===== src/rtl/arb_pack_pkg.sv =====
// Shared types and constants for the arbiter word packer: packed-word struct and keep-mask helper.
package arb_pack_pkg;

  localparam int unsigned BYTE_W                 = 8;
  localparam int unsigned DEF_BYTES_PER_WORD     = 4;
  localparam int unsigned DEF_OUT_DEPTH          = 4;
  localparam int unsigned DEF_FLUSH_TIMEOUT      = 16;
  localparam int unsigned WORD_W                 = BYTE_W * DEF_BYTES_PER_WORD;

  typedef struct packed {
    logic [WORD_W-1:0]             data;
    logic [DEF_BYTES_PER_WORD-1:0] keep;
  } packed_word_t;

  // Mask with the low `lanes` bits set, saturating at a full word.
  function automatic logic [DEF_BYTES_PER_WORD-1:0] keep_mask(input int unsigned lanes);
    logic [DEF_BYTES_PER_WORD-1:0] mask;
    mask = '0;
    for (int unsigned i = 0; i < DEF_BYTES_PER_WORD; i++) begin
      mask[i] = (i < lanes);
    end
    return mask;
  endfunction

endpackage


===== src/rtl/arb_word_packer_if.sv =====
// Byte-in / word-out bundle of the arbiter word packer; slave modport is the packer side.
interface arb_word_packer_if
  import arb_pack_pkg::*;
#(
  parameter int unsigned BYTES_PER_WORD = DEF_BYTES_PER_WORD
);

  logic [BYTE_W-1:0]                din;
  logic                             din_valid;
  logic                             flush;
  logic [BYTE_W*BYTES_PER_WORD-1:0] word_out;
  logic [BYTES_PER_WORD-1:0]        word_keep;
  logic                             word_valid;
  logic                             word_ready;
  logic                             overflow;

  modport master (
    output din, din_valid, flush, word_ready,
    input  word_out, word_keep, word_valid, overflow
  );

  modport slave (
    input  din, din_valid, flush, word_ready,
    output word_out, word_keep, word_valid, overflow
  );

endinterface


===== src/rtl/arb_pack_word_fifo.sv =====
// Synchronous FIFO of packed words. Push while full is accepted only if a pop happens on the
// same edge; pop while empty is ignored. Head reads as zero when empty.
module arb_pack_word_fifo
  import arb_pack_pkg::*;
#(
  parameter int unsigned Depth = DEF_OUT_DEPTH
) (
  input  logic         clk,
  input  logic         rst,
  input  logic         push,
  input  packed_word_t wdata,
  input  logic         pop,
  output logic         full,
  output logic         empty,
  output packed_word_t head
);

  localparam int unsigned AddrW = $clog2(Depth);

  packed_word_t     mem_q [Depth];
  logic [AddrW-1:0] wr_ptr_q, rd_ptr_q;
  logic [AddrW:0]   count_q;
  logic             do_push, do_pop;

  always_comb begin
    empty   = (count_q == '0);
    full    = (count_q == (AddrW+1)'(Depth));
    do_pop  = pop & ~empty;
    do_push = push & (~full | do_pop);
    head    = empty ? '0 : mem_q[rd_ptr_q];
  end

  always_ff @(posedge clk) begin
    if (rst) begin
      wr_ptr_q <= '0;
      rd_ptr_q <= '0;
      count_q  <= '0;
    end else begin
      if (do_push) wr_ptr_q <= wr_ptr_q + 1'b1;
      if (do_pop)  rd_ptr_q <= rd_ptr_q + 1'b1;
      if (do_push && !do_pop)      count_q <= count_q + 1'b1;
      else if (do_pop && !do_push) count_q <= count_q - 1'b1;
    end
  end

  // Storage needs no reset: entries are only visible through head once counted.
  always_ff @(posedge clk) begin
    if (do_push) mem_q[wr_ptr_q] <= wdata;
  end

endmodule


===== src/rtl/arb_word_packer.sv =====
// Packs the arbiter byte stream little-endian into words with a keep mask and buffers them.
// Optional idle auto-flush is built when ARB_PACK_TIMEOUT_FLUSH_EN is defined.
module arb_word_packer
  import arb_pack_pkg::*;
#(
  parameter int unsigned BYTES_PER_WORD = DEF_BYTES_PER_WORD,
  parameter int unsigned OUT_DEPTH      = DEF_OUT_DEPTH,
  parameter int unsigned FLUSH_TIMEOUT  = DEF_FLUSH_TIMEOUT
) (
  input logic               clk,
  input logic               rst,
  arb_word_packer_if.slave  bus
);

  localparam int unsigned WordW = BYTE_W * BYTES_PER_WORD;
  localparam int unsigned LaneW = $clog2(BYTES_PER_WORD);

  logic [LaneW-1:0] lane_cnt_q, lane_cnt_d;
  logic [WordW-1:0] asm_q, asm_d, asm_merged;
  logic [LaneW:0]   lanes_filled;
  logic             overflow_q, overflow_d;
  logic             word_done, flush_req, push, pop;
  logic             timeout_flush;
  logic             fifo_full, fifo_empty;
  packed_word_t     push_word, head_word;

  always_comb begin
    asm_merged = asm_q;
    if (bus.din_valid) asm_merged[lane_cnt_q*BYTE_W +: BYTE_W] = bus.din;

    // Lanes occupied after this edge's byte, if any, is folded in.
    lanes_filled = {1'b0, lane_cnt_q} + (LaneW+1)'(bus.din_valid);
    word_done    = bus.din_valid && (lane_cnt_q == LaneW'(BYTES_PER_WORD - 1));
    flush_req    = bus.flush | timeout_flush;
    push         = word_done | (flush_req & (lanes_filled != '0));
    pop          = ~fifo_empty & bus.word_ready;

    push_word.data = asm_merged;
    push_word.keep = keep_mask(32'(lanes_filled));

    overflow_d = overflow_q | (push & fifo_full & ~pop);

    lane_cnt_d = lane_cnt_q;
    asm_d      = asm_q;
    if (push) begin
      // A dropped word still restarts assembly from lane 0.
      lane_cnt_d = '0;
      asm_d      = '0;
    end else if (bus.din_valid) begin
      lane_cnt_d = lane_cnt_q + 1'b1;
      asm_d      = asm_merged;
    end
  end

  always_ff @(posedge clk) begin
    if (rst) begin
      lane_cnt_q <= '0;
      asm_q      <= '0;
      overflow_q <= 1'b0;
    end else begin
      lane_cnt_q <= lane_cnt_d;
      asm_q      <= asm_d;
      overflow_q <= overflow_d;
    end
  end

`ifdef ARB_PACK_TIMEOUT_FLUSH_EN
  localparam int unsigned IdleW = $clog2(FLUSH_TIMEOUT + 1);

  logic [IdleW-1:0] idle_q, idle_d;

  always_comb begin
    // Fires on the FLUSH_TIMEOUT-th consecutive idle edge with a partial word held.
    timeout_flush = !bus.din_valid && (lane_cnt_q != '0) &&
                    (idle_q == IdleW'(FLUSH_TIMEOUT - 1));
    idle_d = '0;
    if (!bus.din_valid && !push && (lane_cnt_q != '0)) idle_d = idle_q + 1'b1;
  end

  always_ff @(posedge clk) begin
    if (rst) idle_q <= '0;
    else     idle_q <= idle_d;
  end
`else
  assign timeout_flush = 1'b0;
`endif

  arb_pack_word_fifo #(
    .Depth (OUT_DEPTH)
  ) u_fifo (
    .clk   (clk),
    .rst   (rst),
    .push  (push),
    .wdata (push_word),
    .pop   (pop),
    .full  (fifo_full),
    .empty (fifo_empty),
    .head  (head_word)
  );

  assign bus.word_out   = head_word.data;
  assign bus.word_keep  = head_word.keep;
  assign bus.word_valid = ~fifo_empty;
  assign bus.overflow   = overflow_q;

endmodule


===== src/flat_wrapper.sv =====
// flat-port wrapper written by rule: the top's interface ports become plain ports
module arb_word_packer_flat import arb_pack_pkg::*;
#(
  parameter int unsigned BYTES_PER_WORD = DEF_BYTES_PER_WORD,
  parameter int unsigned OUT_DEPTH      = DEF_OUT_DEPTH,
  parameter int unsigned FLUSH_TIMEOUT  = DEF_FLUSH_TIMEOUT
)
  (clk, rst, bus_din, bus_din_valid, bus_flush, bus_word_ready, bus_word_out, bus_word_keep, bus_word_valid, bus_overflow);
  arb_word_packer_if #(.BYTES_PER_WORD(BYTES_PER_WORD)) bus_i ();
  input logic clk;
  input logic rst;
  input wire logic [$bits(bus_i.din)-1:0] bus_din;
  input wire logic [$bits(bus_i.din_valid)-1:0] bus_din_valid;
  input wire logic [$bits(bus_i.flush)-1:0] bus_flush;
  input wire logic [$bits(bus_i.word_ready)-1:0] bus_word_ready;
  output wire logic [$bits(bus_i.word_out)-1:0] bus_word_out;
  output wire logic [$bits(bus_i.word_keep)-1:0] bus_word_keep;
  output wire logic [$bits(bus_i.word_valid)-1:0] bus_word_valid;
  output wire logic [$bits(bus_i.overflow)-1:0] bus_overflow;
  assign bus_i.din = bus_din;
  assign bus_i.din_valid = bus_din_valid;
  assign bus_i.flush = bus_flush;
  assign bus_i.word_ready = bus_word_ready;
  assign bus_word_out = bus_i.word_out;
  assign bus_word_keep = bus_i.word_keep;
  assign bus_word_valid = bus_i.word_valid;
  assign bus_overflow = bus_i.overflow;
  arb_word_packer #(.BYTES_PER_WORD(BYTES_PER_WORD), .OUT_DEPTH(OUT_DEPTH), .FLUSH_TIMEOUT(FLUSH_TIMEOUT)) u_core (.clk(clk), .rst(rst), .bus(bus_i));
endmodule

===== config.mk =====
export PLATFORM = sky130hd
export DESIGN_NAME = arb_word_packer_flat
export DESIGN_NICKNAME = d
export VERILOG_FILES = /design/src/rtl/arb_pack_pkg.sv /design/src/rtl/arb_word_packer_if.sv /design/src/rtl/arb_pack_word_fifo.sv /design/src/rtl/arb_word_packer.sv /design/src/flat_wrapper.sv
export SDC_FILE = /design/constraint.sdc
export NUM_CORES = 1
export LEC_CHECK = 0
export ABC_AREA = 1
export CAP_MARGIN = 20
export CORE_UTILIZATION = 41
export CTS_CLUSTER_DIAMETER = 30
export DETAILED_ROUTE_END_ITERATION = 8
export SLEW_MARGIN = 10
export SYNTH_ARGS = -nofsm -noshare
export SYNTH_HDL_FRONTEND = slang
export SYNTH_SLANG_ARGS = --single-unit
export TNS_END_PERCENT = 30

===== constraint.sdc =====
create_clock -name clk -period 4.4 [get_ports clk]
set_input_delay 0.88 -clock clk [delete_from_list [all_inputs] [get_ports clk]]
set_output_delay 0.88 -clock clk [all_outputs]
set_load 0.01 [all_outputs]

Word level (Yosys, flattened, before mapping):

Memories as Yosys holds them, arrays and structs flattened. A register that Yosys moved wholly into a read port is not among the register bits.
Cells that the tools add are included.

* bits in registers: 42
* logic and storage cells: 52
* memories kept: 1
* bits in writable memories: 144

Memory list
* u_core.u_fifo.mem_q: words 4, bits a word 36, rd ports 1, clocked after memory_dff 1, write ports 1, line arb_pack_word_fifo.sv:20 `packed_word_t mem_q [Depth];`

* bitwise logic cells: 12
* reductions and logical operators: 9
* muxes and demuxes: 9
* eq/ne operators: 2
* $add $sub $neg: 7
* shifts and indexed selects: 2
* magnitude comparators: 4

Operators with widths (number)
* 36-bit 2-to-1 mux: 1
* 5-bit negator with 34-bit output: 1
* 8-bit by 34-bit variable shift with 32-bit output, first input constant: 1
* 8-bit by 34-bit variable part select with 32-bit output: 1
* 32-bit bitwise mux: 1
* 32-bit 2-to-1 mux: 1
* 2-bit by 1-bit adder with 2-bit output, second input constant: 3
* 1-bit bitwise AND: 6
* 1-bit by 3-bit less-than comparator with 1-bit output, first input constant: 2
* 2-bit by 3-bit less-than comparator with 1-bit output, first input constant: 2
* 3-bit 2-to-1 mux: 2
* 2-bit 2-to-1 mux: 2
* 2-bit by 1-bit adder with 3-bit output: 1
* 3-bit by 1-bit adder with 3-bit output, second input constant: 1
* 3-bit equality test, second input constant: 1
* 1-bit logical AND: 3
* 3-bit zero test: 1
* 1-bit inverter: 3
* 1-bit bitwise OR: 3
* 3-bit nonzero test: 1
* 3-bit by 1-bit subtractor with 3-bit output, second input constant: 1
* 2-bit equality test, second input constant: 1
* 1-bit zero test: 2
* 1-bit 2-to-1 mux: 2
* 2 further kinds: 2

Depth between registers and ports, before layout:

* word-level depth: 10
* gate-level depth with buffers: 17
* gate-level depth less buffers: 17

Cells and area by module:

Synthesis repeated with hierarchy kept, for this count alone.

* cells, all modules: 742
* area total of the unflattened synthesis: 7888.8 um2

Modules (own cells, without submodules)
* arb_pack_word_fifo: sequential area each 4504.3 um2, cells an instance 495, instances 1, area an instance 6089.6 um2
* arb_word_packer: sequential area each 700.7 um2, cells an instance 247, instances 1, area an instance 1799.2 um2

Worst setup path after synthesis:

No wires, ideal clock.

* kind: input port to flip-flop
* start point: input port bus_din_valid
* end point: memory u_core.u_fifo.mem_q[0][0] in the netlist's numbering, enable pin
* setup time: 429 ps
* buffers on the path: 0
* arrival: 3289 ps
* stages on the path: 9
* setup slack: 682 ps
* cells stage by stage: ha_1 inv_1 ha_1 nor2_1 nand2_1 nand2_1 nand2_1 nand2_1 nor2_1

* longest elaborated chain between the ends: 7
* elaborated cells on any way between the ends: 8
* those cells by class: add/sub (1); mux (2); bitwise (3); reduce/logical (2)

Ends and longest elaborated chain
* start, declared: line flat_wrapper.sv:13 `input wire logic [$bits(bus_i.din_valid)-1:0] bus_din_valid;`
* 2-bit by 1-bit adder with 3-bit output: line arb_word_packer.sv:32 `lanes_filled = {1'b0, lane_cnt_q} + (LaneW+1)'(bus.din_valid);`
* 3-bit nonzero test: line arb_word_packer.sv:35 `push = word_done | (flush_req & (lanes_filled != '0));`
* 1-bit bitwise AND: line arb_word_packer.sv:35
* 1-bit bitwise OR (*): line arb_word_packer.sv:35
* 1-bit bitwise AND (*): line arb_pack_word_fifo.sv:29 `do_push = push & (~full | do_pop);`
* 1-bit 2-to-1 mux (*): line arb_pack_word_fifo.sv:48 `if (do_push) mem_q[wr_ptr_q] <= wdata;`
* 1-bit 2-to-1 mux (not written as such) (*): line arb_pack_word_fifo.sv:48
* end, declared: line arb_pack_word_fifo.sv:20

Every way passes the cells marked *; elsewhere a longest branch is shown, timed or not.

==> reports/results.tsv <==
stage	metric	value	unit
synthesis	ys_ff_latch	188	
layout	fin_cells	1014	
cts	h-tree-depth	4	
timing	setup_slack	0.4611	ns
global_routing	grt_pass1_vias	5030	
timing	finalCritPeriodShare	0.8952	
place	place_ws	0.6162	ns
place	dpl-instance-area	0.008543	mm²
cts	insertion_delay	0.43	ns
synthesis	avgSynthCellArea	10.79	µm²
worst_setup_path	arrival	3.06	ns
floorplan	die_area	0.01956	mm²
timing	tightest_slew	0.9224	ns
synthesis	yosysMostFrequentCell	nor2_1	
place	portBuffers	50	
drt	routedWlPerCell	15.74	µm
synthesis	ys_types	32	
cts	numCtsBuffers	17	
worst_setup_path	reg2regPathDepth	17	
cts	cts_tree	done	
power_and_ir_drop	leakage	3.328	nW
synthesis	synth_area	0.007790	mm²
cts	clockRootBuffer	clkbuf_16	
synthesis	synth_fp_nets	749	
worst_setup_path	critPathCaptureType	output port	
timing	hold_viol_final	0	
place	dp_hpwl	9819	µm
timing	min_period	3.939	ns
timing	setup-tns-final	0	ns
cts	clock_sinks	188	
floorplan	ioPinCount	51	
power_and_ir_drop	p_total	5.031	mW
place	place_congestion	0.8186	
worst_setup_path	path_max_fanout	36	
timing	slew_violations	0	
timing	fin_skew	0.007160	ns
layout	area_growth	17.43	%
layout	drive_gt1_frac	0.09359	
synthesis	netlist_top_cells_area	edfxtp_1 56%, dfxtp_1 11%, nor2_1 8.6%, o21ai_0 4.2%, a21oi_1 3.3%	
worst_setup_path	path_class	register to output port	
synthesis	yosys_warnings	0	
power_and_ir_drop	irDropWorstVdd	0.0002884	V
synthesis	synth_top_area_cell	edfxtp_1	
power_and_ir_drop	power_density	550.0	mW/mm²
run	maxCapViolCount	0	
timing	report.final.setup_viol	0	
timing	rsz0062_at_grt	no	
synthesis	synthArstFlopShare	0	
floorplan	row_count	50	
drt	drt-total-wl	15960	µm
place	dp.cells	983	
layout	stdcell_area	0.009148	mm²
layout	nets	795	
status	status	finished, final reports clean	
cts	postCtsSetupBuffers	0	
floorplan	core	0.01864	mm²
cts	clk_pin_slew_worst_paths	0.07	ns
worst_setup_path	cp.required	3.52	ns
layout	diodes	0	
timing	slew_headroom	0.3842	
worst_hold_path	hold_path.class	register to register	
drt	drtAntennaViolNets	0	
synthesis	synth_cells	722	
cts	clockBufferDepth	2	
synthesis	synth_edf_count	144	
global_routing	grt.total_usage	0.1734	
drt	first_iter_violations	269	
global_routing	grt_first_pass_wirelength	25850	µm
synthesis	synth_top_area_frac	0.5551	
drt	via_per_inst	5.043	
global_routing	grt_max_degree	73	
floorplan	die_w	139.8	µm
synthesis	synth_flop_cell	edfxtp_1	
floorplan	start_util	0.4179	
drt	drcViolationCount	0	
global_routing	grt_overflow_total	0	
worst_setup_path	crit_path_max_incr_delay	0.92	ns
worst_setup_path	path_cells	inv_2 -> nor2_1 -> o21ai_0 -> a21oi_1 -> clkdlybuf4s50_1	
global_routing	antenna_found_initial	0	
synthesis	yosysSeqAreaShare	0.6682	
worst_setup_path	cp_slowest_cell	dfxtp_1	
synthesis	yosys-top-cells-count	178 x nor2_1, 144 x edfxtp_1, 66 x o21ai_0, 58 x inv_1, 54 x nand2_1	
timing	fmaxAchievable	0.2539	GHz
drt	firstDrtPassIters	5	
layout	fin_util	0.4907	
timing	whs	0.4777	ns
worst_hold_path	hold_depth	2	
cts	hold_buffers	0	
floorplan	die_y	139.8	µm
cts	cts_resized	0	
worst_setup_path	startpoint_type	register	
drt	vias	5114	
==> layer usage <==
layer / part of all wire / routed length (µm) / GRT usage / vias up
li1: - / - / - / 2524
met3: 0.037 / 592 / 0.03304 / 24
met2: 0.50 / 8033 / 0.3026 / 101
met4: 0.021 / 329 / 0.07403 / 0
met1: 0.44 / 7007 / 0.2090 / 2465
met5: 0 / 0 / 0 / -
==> power by group <==
group | switching [mW] | total (mW) | leakage [nW] | internal (mW)
clock network | 0.624 | 1.57 | 0.281 | 0.943
logic | 0.803 | 1.39 | 1.34 | 0.591
registers | 0.0512 | 2.07 | 1.70 | 2.02
==> final cells by class <==
class	count	area (µm²)
Timing Repair Buffer	59	605.6
Multi-Input combinational cell	435	2183
Sequential cell	188	5206
Fill cell	1682	9495
Clock inverter	12	171.4
Tap cell	234	292.8
Inverter	67	255.2
Clock buffer	19	432.9
==> cells in the final DEF, fill, tap and decap left out, types with 3 or more instances in the layout <==
master,count
clkbuf_16,17
nand3_2,3
nand2_1,54
inv_1,58
clkinv_1,3
clkdlybuf4s50_1,50
o22ai_2,3
buf_4,6
o21a_1,5
clkinvlp_4,4
ha_1,13
o21ai_1,16
o21ai_0,66
inv_2,6
nand4_1,8
a22oi_1,3
a21oi_1,52
dfxtp_1,43
nand3_1,5
o21ai_2,11
bufinv_16,4
nor2_4,6
buf_12,3
nor2_1,174
edfxtp_1,144
nand2_2,3
nor2b_1,9
==> critical path, delay by kind of cell (launching register included) <==
family / cells / cell delay, ns
flops: 1 / 0.92
simple gates: 1 / 0.22
buf+inv: 2 / 1.13
compound gates: 2 / 0.35
==> flip-flops by register name (all words and copies together), names as in the netlist, named ones only <==
signal and flops:
u_core.bus.overflow 1, u_core.u_fifo.rd_ptr_q 2, u_core.u_fifo.mem_q 144, u_core.lane_cnt_q 2, u_core.asm_q 32, u_core.u_fifo.wr_ptr_q 2, u_core.u_fifo.count_q 3
==> cell families after synthesis <==
kind of cell,after synthesis,synth area share
xor gates and xnor gates,1,0.001125
and+or+nand+nor,264,0.1409
adders and majority gates,14,0.02345
buffers and inverters,99,0.05541
AOI/OAI and AO/OA,156,0.1110
DFF,188,0.6682
==> worst paths after layout <==
check                                          end  slack, ns                         startpoint
min                  u_core.asm_q[19]$_SDFFE_PP0P_       0.48      u_core.asm_q[19]$_SDFFE_PP0P_
max reg2reg  u_core.u_fifo.count_q[2]$_SDFFE_PP0P_       1.51  u_core.lane_cnt_q[0]$_SDFFE_PP0P_
min reg2reg          u_core.asm_q[19]$_SDFFE_PP0P_       0.48      u_core.asm_q[19]$_SDFFE_PP0P_
max                               bus_word_out[29]       0.46                           register
No activity file was read; power rests on OpenSTA's default activity.
==> patch, RTL diff (same settings) <==
The option `ARB_PACK_TIMEOUT_FLUSH_EN` is turned on by a define.
--- a/src/rtl/arb_word_packer.sv
+++ b/src/rtl/arb_word_packer.sv
@@ -2,2 +2,4 @@
 // Optional idle auto-flush is built when ARB_PACK_TIMEOUT_FLUSH_EN is defined.
+`define ARB_PACK_TIMEOUT_FLUSH_EN
+
 module arb_word_packer
Function: no difference found for any inputs over 4 cycles, from zero or initial values and one cycle with rst high; that may be too few to reach the edited logic, so the function may still have changed.
==> patch against the unedited design <==
Area after synthesis is 1.4% higher. Sequential cell count is 5 higher. Setup slack better by 0.42 ns. Final area is 1.4% higher. Total power is 0.15% higher. Utilization is 0.37 points higher. Routed wire length is 3.6% higher.
==> patch: results (changes against the unedited design) <==
[clocking]
ctsHtreeMaxLevel = 4  ; unchanged
cts_sinks = 193  ; was 188
cts-resized-gates = 0  ; unchanged
cts-buffers-inserted = 17  ; unchanged
clk_pin_slew_ns = 0.06
cts_buffer_depth = 2  ; unchanged

[global_routing]
first_global_vias = 5134  ; was 5030
grt_usage_pct = 17.7  ; was 17.3%
grt_max_degree = 73  ; unchanged
grt_pass1_wl_mm = 26.3  ; was 25.8 mm

[layout]
multi_input_area_share_pct = 22.7  ; was 23.9%
sh_seq_area_pct = 57.2  ; was 56.9%
antenna_cells = 0  ; unchanged
reg_top3 = u_core.u_fifo.mem_q (144), u_core.asm_q (32), u_core.idle_q (5)  ; was u_core.u_fifo.mem_q (144), u_core.asm_q (32), u_core.u_fifo.count_q (3)
multi_input_gates = 426  ; was 435
nClkBuffers = 25  ; was 19
clock_cell_area_share_pct = 6.59  ; was 6.61%
fillers = 1655  ; was 1682
largest_reg_flops = 144  ; unchanged
buffers = 59  ; unchanged
area_share_nonclk_buffers_pct = 6.39  ; was 6.62%
drive_above_1_share_pct = 7.05  ; was 9.36%
multiInputGateArea_um2 = 2110  ; was 2180 um^2
nNetsFinal = 824  ; was 795
nonClockInverterCount = 98  ; was 67

[sta]
relSlewSlack_pct = 46.7  ; was 38.4%
fin_hold_ws_ns = 0.451  ; was 0.478 ns
slew_viol_final = 0  ; unchanged
finalClockSkew_ns = 0.00520  ; was 0.00716 ns

[place]
gp_congestion = 0.791  ; was 0.819
dp_slack_ns = 0.570  ; was 0.616 ns
portBuffers = 50  ; unchanged
post-dp-hpwl_mm = 10.4  ; was 9.82 mm
post_dp_cell_area_um2 = 8670  ; was 8540 um^2

[yosys]
ys_types = 28  ; was 32
synthArstFlopShare_pct = 0  ; unchanged
synth_ff_type = edfxtp_1  ; unchanged
synth_area_leaders = edfxtp_1, dfxtp_1, nor2_1  ; unchanged
yosys-top-cells-count = nor2_1, edfxtp_1, inv_1, o21ai_0, dfxtp_1  ; was nor2_1, edfxtp_1, o21ai_0, inv_1, nand2_1
seq_area_frac_synth_pct = 67.2  ; was 66.8%
synth_edf_count = 144  ; unchanged
synthesis.nets = 776  ; was 749

[detailed_routing]
wirelength_mm = 16.5  ; was 16.0 mm
drt_iter0_drc = 397  ; was 269
dr_total_vias = 5234  ; was 5114
drtPass1Iterations = 5  ; unchanged

[critical_path]
slowest_stage = clkdlybuf4s50_1  ; was dfxtp_1
critPathTopFamily = buffers and inverters  ; unchanged
slowest_delay_ns = 0.62  ; was 0.92 ns
critical_path.max_fanout = 72  ; was 36
critPathArrivalTime_ns = 2.64  ; was 3.06 ns

[power_and_ir_drop]
p_leak_nw = 3.37  ; was 3.33 nW
ir_drop_v = 0.000303  ; was 0.000288 V
internal_power_mw = 3.57  ; was 3.55 mW

[status]
status = complete, no violations  ; unchanged

[worst_hold_path]
hp-class = flip-flop to flip-flop  ; unchanged

-- patch: cell types whose count changed after synthesis, moves of 7 or more --
| cell | unedited run | this run |
|---|---|---|
| clkbuf_1 | 3 | 12 |
| inv_1 | 58 | 91 |
| nand2_1 | 54 | 37 |
| nand4_1 | 8 | 1 |
| nor2_1 | 178 | 195 |
| nor2b_1 | 9 | 0 |
| o21ai_0 | 66 | 59 |
| o21ai_2 | 11 | 0 |
| o22ai_1 | 0 | 21 |
-- patch: logic make-up (layout without fill, tap and decap cells) --
group                    after synthesis  after routing  share of synthesized area, %
AO/OA/AOI/OAI                        155            155                          10.5
adder cells (fa/ha/maj)               16             16                          2.63
XOR/XNOR                               1              1                         0.111
buffers and inverters                128            189                          6.54
flip-flops                           193            193                          67.2
AND/OR/NAND/NOR                      254            254                          13.1
-- patch: worst reg2reg max path: stages, from the launching register on --
cell and delay [ns]:
dfxtp_1 0.67, inv_1 0.25, ha_1 0.32, nor2_2 0.11, nand2_1 0.05, nand2_1 0.07, nand2_2 0.06, nand2_1 0.17
nand2_2 0.19, inv_1 0.10, ha_1 0.15, inv_1 0.07, fa_1 0.39, nor2_1 0.12, nor2_1 0.05, nand2_1 0.07
o21ai_0 0.08, a21oi_1 0.12
-- patch: layer usage --
| layer | global-route usage (%) | vias up | part of all wire [%] |
|---|---|---|---|
| li1 | - | 2578 | - |
| met1 | 22.0 | 2529 | 45 |
| met2 | 31.0 | 109 | 49 |
| met3 | 2.85 | 18 | 3.9 |
| met4 | 6.35 | 0 | 1.6 |
| met5 | 0 | - | 0 |
-- patch: stage by stage --
stage | cells | util [%] | power (mW)
2_1_floorplan | 747 | - | 2.89
3_3_place_gp | 1010 | 46.2 | 3.52
3_5_place_dp | 1010 | 46.2 | 3.54
4_1_cts | 1042 | 49.4 | 5.09
5_1_grt | 1042 | 49.4 | 5.29
6_report | 1042 | 49.4 | 5.04
-- patch: worst paths after layout --
| check | slack (ns) | depth (start not counted) | endpoint | start |
|---|---|---|---|---|
| worst max-delay path | 0.88 | 6 | bus_word_keep[3] | flip-flop |
| worst min-delay path | 0.45 | 1 | u_core.idle_q[0]$_SDFF_PP0_ | u_core.idle_q[0]$_SDFF_PP0_ |
| worst max register to register | 1.29 | 17 | u_core.u_fifo.count_q[2]$_SDFFE_PP0P_ | u_core.lane_cnt_q[0]$_SDFFE_PP0P_ |
| worst min register to register | 0.45 | 1 | u_core.idle_q[0]$_SDFF_PP0_ | u_core.idle_q[0]$_SDFF_PP0_ |
-- patch: power by group through the flow --
stage | logic (mW) | clock network [mW] | registers, mW
CTS | 1.40 | 1.58 | 2.10
global placement | 1.38 | 0 | 2.14
floorplan | 0.765 | 0 | 2.13
finish | 1.38 | 1.56 | 2.10
detailed placement | 1.40 | 0 | 2.14
global route | 1.53 | 1.65 | 2.11
